--- src/rtl/booth_pkg.sv ---
// Shared types for the radix-2 Booth multiplier: FSM states, per-step op and its decode.
package booth_pkg;

  localparam int unsigned BOOTH_WIDTH = 8;

  typedef enum logic [1:0] {
    IDLE,
    LOAD,
    CALC,
    DONE
  } booth_state_t;

  typedef enum logic [1:0] {
    NOP,
    ADD,
    SUB
  } booth_op_t;

  function automatic booth_op_t booth_decode(input logic i_q0, input logic i_q_1);
    case ({i_q0, i_q_1})
      2'b01:   return ADD;
      2'b10:   return SUB;
      default: return NOP;
    endcase
  endfunction

endpackage

--- src/rtl/booth_step.sv ---
// One combinational Booth iteration: add/subtract M per {Q[0], q_1}, then arithmetic shift right.
module booth_step
  import booth_pkg::*;
#(
  parameter int unsigned WIDTH = BOOTH_WIDTH
) (
  input  logic [WIDTH:0]   i_acc,
  input  logic [WIDTH-1:0] i_q,
  input  logic             i_q_1,
  input  logic [WIDTH:0]   i_m,
  output logic [WIDTH:0]   o_acc,
  output logic [WIDTH-1:0] o_q,
  output logic             o_q_1
);

  booth_op_t        w_op;
  logic [WIDTH:0]   w_sum;

  always_comb begin
    w_op  = booth_decode(i_q[0], i_q_1);
    w_sum = i_acc;
    case (w_op)
      ADD:     w_sum = i_acc + i_m;
      SUB:     w_sum = i_acc - i_m;
      default: w_sum = i_acc;
    endcase
  end

  // {acc, Q, q_1} shifted right by one with the acc sign bit replicated
  assign o_acc = {w_sum[WIDTH], w_sum[WIDTH:1]};
  assign o_q   = {w_sum[0], i_q[WIDTH-1:1]};
  assign o_q_1 = i_q[0];

endmodule

--- src/rtl/booth_sequencer.sv ---
// Sequential radix-2 Booth multiplier controller (IDLE/LOAD/CALC/DONE, one iteration per cycle).
// Define BOOTH_START_EDGE_EN to launch only on a 0->1 edge of start instead of its level.
module booth_sequencer
  import booth_pkg::*;
#(
  parameter int unsigned WIDTH = BOOTH_WIDTH
) (
  input  logic                 CLK100MHZ,
  input  logic                 reset,
  input  logic                 start,
  input  logic [WIDTH-1:0]     A,
  input  logic [WIDTH-1:0]     B,
  output logic                 busy,
  output logic                 done,
  output logic [2*WIDTH-1:0]   product
);

  localparam int unsigned CW = $clog2(WIDTH + 1);

  booth_state_t     r_state;
  logic [WIDTH:0]   r_acc;
  logic [WIDTH:0]   r_m;
  logic [WIDTH-1:0] r_q;
  logic             r_q_1;
  logic [CW-1:0]    r_count;

  logic [WIDTH:0]   w_acc_n;
  logic [WIDTH-1:0] w_q_n;
  logic             w_q_1_n;
  logic             w_launch;

`ifdef BOOTH_START_EDGE_EN
  logic r_start_q;

  always_ff @(posedge CLK100MHZ or negedge reset) begin
    if (!reset) r_start_q <= 1'b0;
    else        r_start_q <= start;
  end

  assign w_launch = start & ~r_start_q;
`else
  assign w_launch = start;
`endif

  booth_step #(.WIDTH(WIDTH)) u_step (
    .i_acc (r_acc),
    .i_q   (r_q),
    .i_q_1 (r_q_1),
    .i_m   (r_m),
    .o_acc (w_acc_n),
    .o_q   (w_q_n),
    .o_q_1 (w_q_1_n)
  );

  always_ff @(posedge CLK100MHZ or negedge reset) begin
    if (!reset) begin
      r_state <= IDLE;
      r_acc   <= '0;
      r_m     <= '0;
      r_q     <= '0;
      r_q_1   <= 1'b0;
      r_count <= '0;
      busy    <= 1'b0;
      done    <= 1'b0;
      product <= '0;
    end else begin
      case (r_state)
        IDLE: begin
          if (w_launch) begin
            r_state <= LOAD;
            busy    <= 1'b1;
          end
        end
        LOAD: begin
          r_m     <= {A[WIDTH-1], A};
          r_q     <= B;
          r_acc   <= '0;
          r_q_1   <= 1'b0;
          r_count <= CW'(WIDTH);
          r_state <= CALC;
        end
        CALC: begin
          r_acc   <= w_acc_n;
          r_q     <= w_q_n;
          r_q_1   <= w_q_1_n;
          r_count <= r_count - CW'(1);
          // Product is captured from the final step's outputs on the edge entering DONE
          if (r_count <= CW'(1)) begin
            r_state <= DONE;
            done    <= 1'b1;
            product <= {w_acc_n[WIDTH-1:0], w_q_n};
          end
        end
        DONE: begin
          done    <= 1'b0;
          busy    <= 1'b0;
          r_state <= IDLE;
        end
        default: r_state <= IDLE;
      endcase
    end
  end

endmodule

--- config.mk ---
export PLATFORM = sky130hd
export DESIGN_NAME = booth_sequencer
export DESIGN_NICKNAME = d
export VERILOG_FILES = /design/src/rtl/booth_pkg.sv /design/src/rtl/booth_step.sv /design/src/rtl/booth_sequencer.sv
export SDC_FILE = /design/constraint.sdc
export NUM_CORES = 1
export LEC_CHECK = 0
export CAP_MARGIN = 20
export CORE_MARGIN = 5
export CORE_UTILIZATION = 59
export CTS_CLUSTER_DIAMETER = 30
export DETAILED_ROUTE_END_ITERATION = 10
export PLACE_DENSITY = 0.85
export SETUP_SLACK_MARGIN = 0.15
export SLEW_MARGIN = 5
export SYNTH_ARGS = -nofsm -noshare
export SYNTH_HDL_FRONTEND = slang
export SYNTH_SLANG_ARGS = --single-unit
--- constraint.sdc ---
create_clock -name CLK100MHZ -period 4.4 [get_ports CLK100MHZ]
set_input_delay 0.66 -clock CLK100MHZ [delete_from_list [all_inputs] [get_ports CLK100MHZ]]
set_output_delay 0.66 -clock CLK100MHZ [all_outputs]
set_load 0.02 [all_outputs]
==> results.ini <==
[outcome]
status = complete, no violations

[pwr]
finalPower_mw = 3.008
p_sw_mw = 1.391
combPwrFrac_pct = 63.2
power.clock.fraction_pct = 9.6
swShare_pct = 46.24
intPower_mw = 1.617
seqPwrFrac_pct = 27.2
p_per_area_nw_per_um2 = 914.8
leakage_nw = 1.426
ir_worst_vdd_mv = 0.4319

[layout]
final_cell_mix = dfrtp_1, clkdlybuf4s50_1, o21ai_0
nets = 338
fin_cells = 355
layout_commonest_cell = dfrtp_1
syn_to_final_growth_pct = 19.08
antenna_cells = 0
utilization_pct = 73.99
drive_above_1_share_pct = 12.21

[timing]
tightest_slew_ns = 0.5682
hold_viol_final = 0
rsz0062_at_grt = false
setup_viol = 0
fmax_mhz = 384.0
maxSlewViolCount = 0
fin_tns_setup_ns = 0
finClkSkew_ns = 0.009887
period_minus_slack_ns = 2.604
fin_crit_sh_pct = 59.18
relSlewSlack_pct = 62.12

[worst_setup_path]
worstSetupStartpointType = register
r2r_start = r_m[3]
setup.worst_path.class = reg -> reg
crit_arrival_ns = 2.81
crit_required_ns = 4.60
crit_path_max_fanout = 5
r2r-end = r_acc[7]
startpoint = r_m[3]
r2r_cells = 9
crit_end = r_acc[7]
critPathCaptureType = register
reg2reg_slack_ns = 1.80

[yosys]
synth-edff-count = 0
ys.flop_type = dfrtp_1
synth.cell_area_um2 = 2761
syn_inst = 265
yosysUniqueCellTypes = 47
avgSynthCellArea_um2 = 10.42
syn_nets = 301
yosysWarnings = 0
yosysSeqAreaShare_pct = 44.40
synth_seq_cells = 49
synthArstFlopShare_pct = 100.0

[global_routing]
grt_overflow_total = 0
grt_start_max_net_pins = 50
antenna_found_initial = 0
track_usage_pct = 20.26
grt_pass1_vias = 2125
grt_first_pass_wirelength_um = 9942

[clocking]
cts_setup_buffers = 0
root_buffer = clkbuf_8
hold_buffers = 0
numCtsBuffers = 5
clk_pin_slew_worst_paths_ns = 0.10
clock-sinks = 49
cts_resized = 0
tritoncts = built
insertion_delay_ns = 0.31
cts_max_level = 2
clockBufferDepth = 2

[placed_design]
portBuffers = 36
placed_cells = 345
gp_congestion = 0.7989
dpl.hpwl_um = 4132

[die]
core_area_um2 = 4444
start_util_pct = 62.13
io-pin-count = 37
dieHeight_um = 78.41
fp.dieArea_um2 = 6148
die_x_um = 78.41
row_count = 24

[worst_hold_path]
holdCritPathClass = in -> async

[route]
wirelength_um = 5815
drt_iter0_drc = 210
vias = 2109
post_drt_via_cell_ratio = 5.941
ant_nets = 0
drc = 0
wl_per_cell_um = 16.38
drtPass1Iterations = 4

[job]
cap_violations = 0

-- flip-flops by register name, summed over array words and instances (netlist names) --
signal,flops
busy,1
done,1
product,16
r_acc,8
r_count,4
r_m,8
r_q,8
r_q_1,1
r_state,2
-- critical path, cell delays in order (launching register included) --
cell       delay (ns)
dfrtp_1          0.46
nor3_4           0.30
a21oi_1          0.14
xnor2_1          0.19
ha_1             0.33
a21oi_1          0.22
o211ai_2         0.21
a2111oi_4        0.37
a211oi_1         0.08
a31o_1           0.20
-- stage by stage --
| step | hold slack (ns) | area [um2] | worst slack [ns] |
|---|---|---|---|
| floorplan | 0.3644 | 2761 | 1.964 |
| global placement | 0.4614 | 3154 | 1.867 |
| detailed placement | 0.4698 | 3154 | 1.812 |
| CTS | 0.4917 | 3253 | 1.803 |
| global route | 0.3587 | 3288 | 1.594 |
| finish | 0.3261 | 3288 | 1.796 |
-- worst min path at each step --
stage | startpoint | endpoint
2_1_floorplan | reset | busy
3_5_place_dp | product[11] | product[11]
5_1_grt | reset | product[8]
3_3_place_gp | product[8] | product[8]
6_report | reset | product[7]
4_1_cts | product[11] | product[11]
-- kinds of logic after synthesis --
family | after synthesis | synth area share [%]
DFF | 49 | 44.40
AOI/OAI and AO/OA | 75 | 19.21
muxes | 26 | 10.01
buffers and inverters | 25 | 3.579
and+or+nand+nor | 60 | 10.69
xor gates and xnor gates | 13 | 4.123
adders and majority gates | 17 | 7.975
-- cells in the mapped netlist, drive strengths merged, types with 4 or more instances --
cell / instances / share of area [%]
a21oi: 19 / 3.4
a31oi: 4 / 0.91
buf: 6 / 1.0
clkbuf: 4 / 0.54
dfrtp: 49 / 44
ha: 16 / 7.2
inv: 15 / 2.0
mux2: 13 / 5.3
mux2i: 13 / 4.7
nand2: 16 / 2.2
nand3: 4 / 0.72
nor2: 20 / 2.7
nor3: 6 / 1.5
o21ai: 22 / 4.0
xnor2: 10 / 3.2
-- area by class of cell --
| cell class | count | area, um2 |
|---|---|---|
| clock buffers | 6 | 82.58 |
| well taps | 52 | 65.06 |
| repair buffers | 40 | 405.4 |
| inverters | 15 | 56.30 |
| flip-flops and latches | 49 | 1226 |
| clock inverters | 2 | 16.27 |
| fillers | 346 | 1156 |
| multi-input cells | 191 | 1436 |
-- routing by layer --
layer	track usage [%]	vias to the layer above	wire length, um
met2	35.19	41	2916
met1	25.87	1040	2624
met5	0	-	0
met4	6.119	0	93
met3	3.661	13	181
li1	-	1015	-
-- power groups by stage --
stage               logic [mW]  clock network, mW  registers [mW]
floorplan                 1.33                  0           0.881
CTS                       1.91              0.294           0.817
detailed placement        1.88                  0           0.823
global route              2.09              0.319           0.844
finish                    1.90              0.289           0.817
global placement          1.83                  0           0.812
Power figures use the tool's default switching activity.
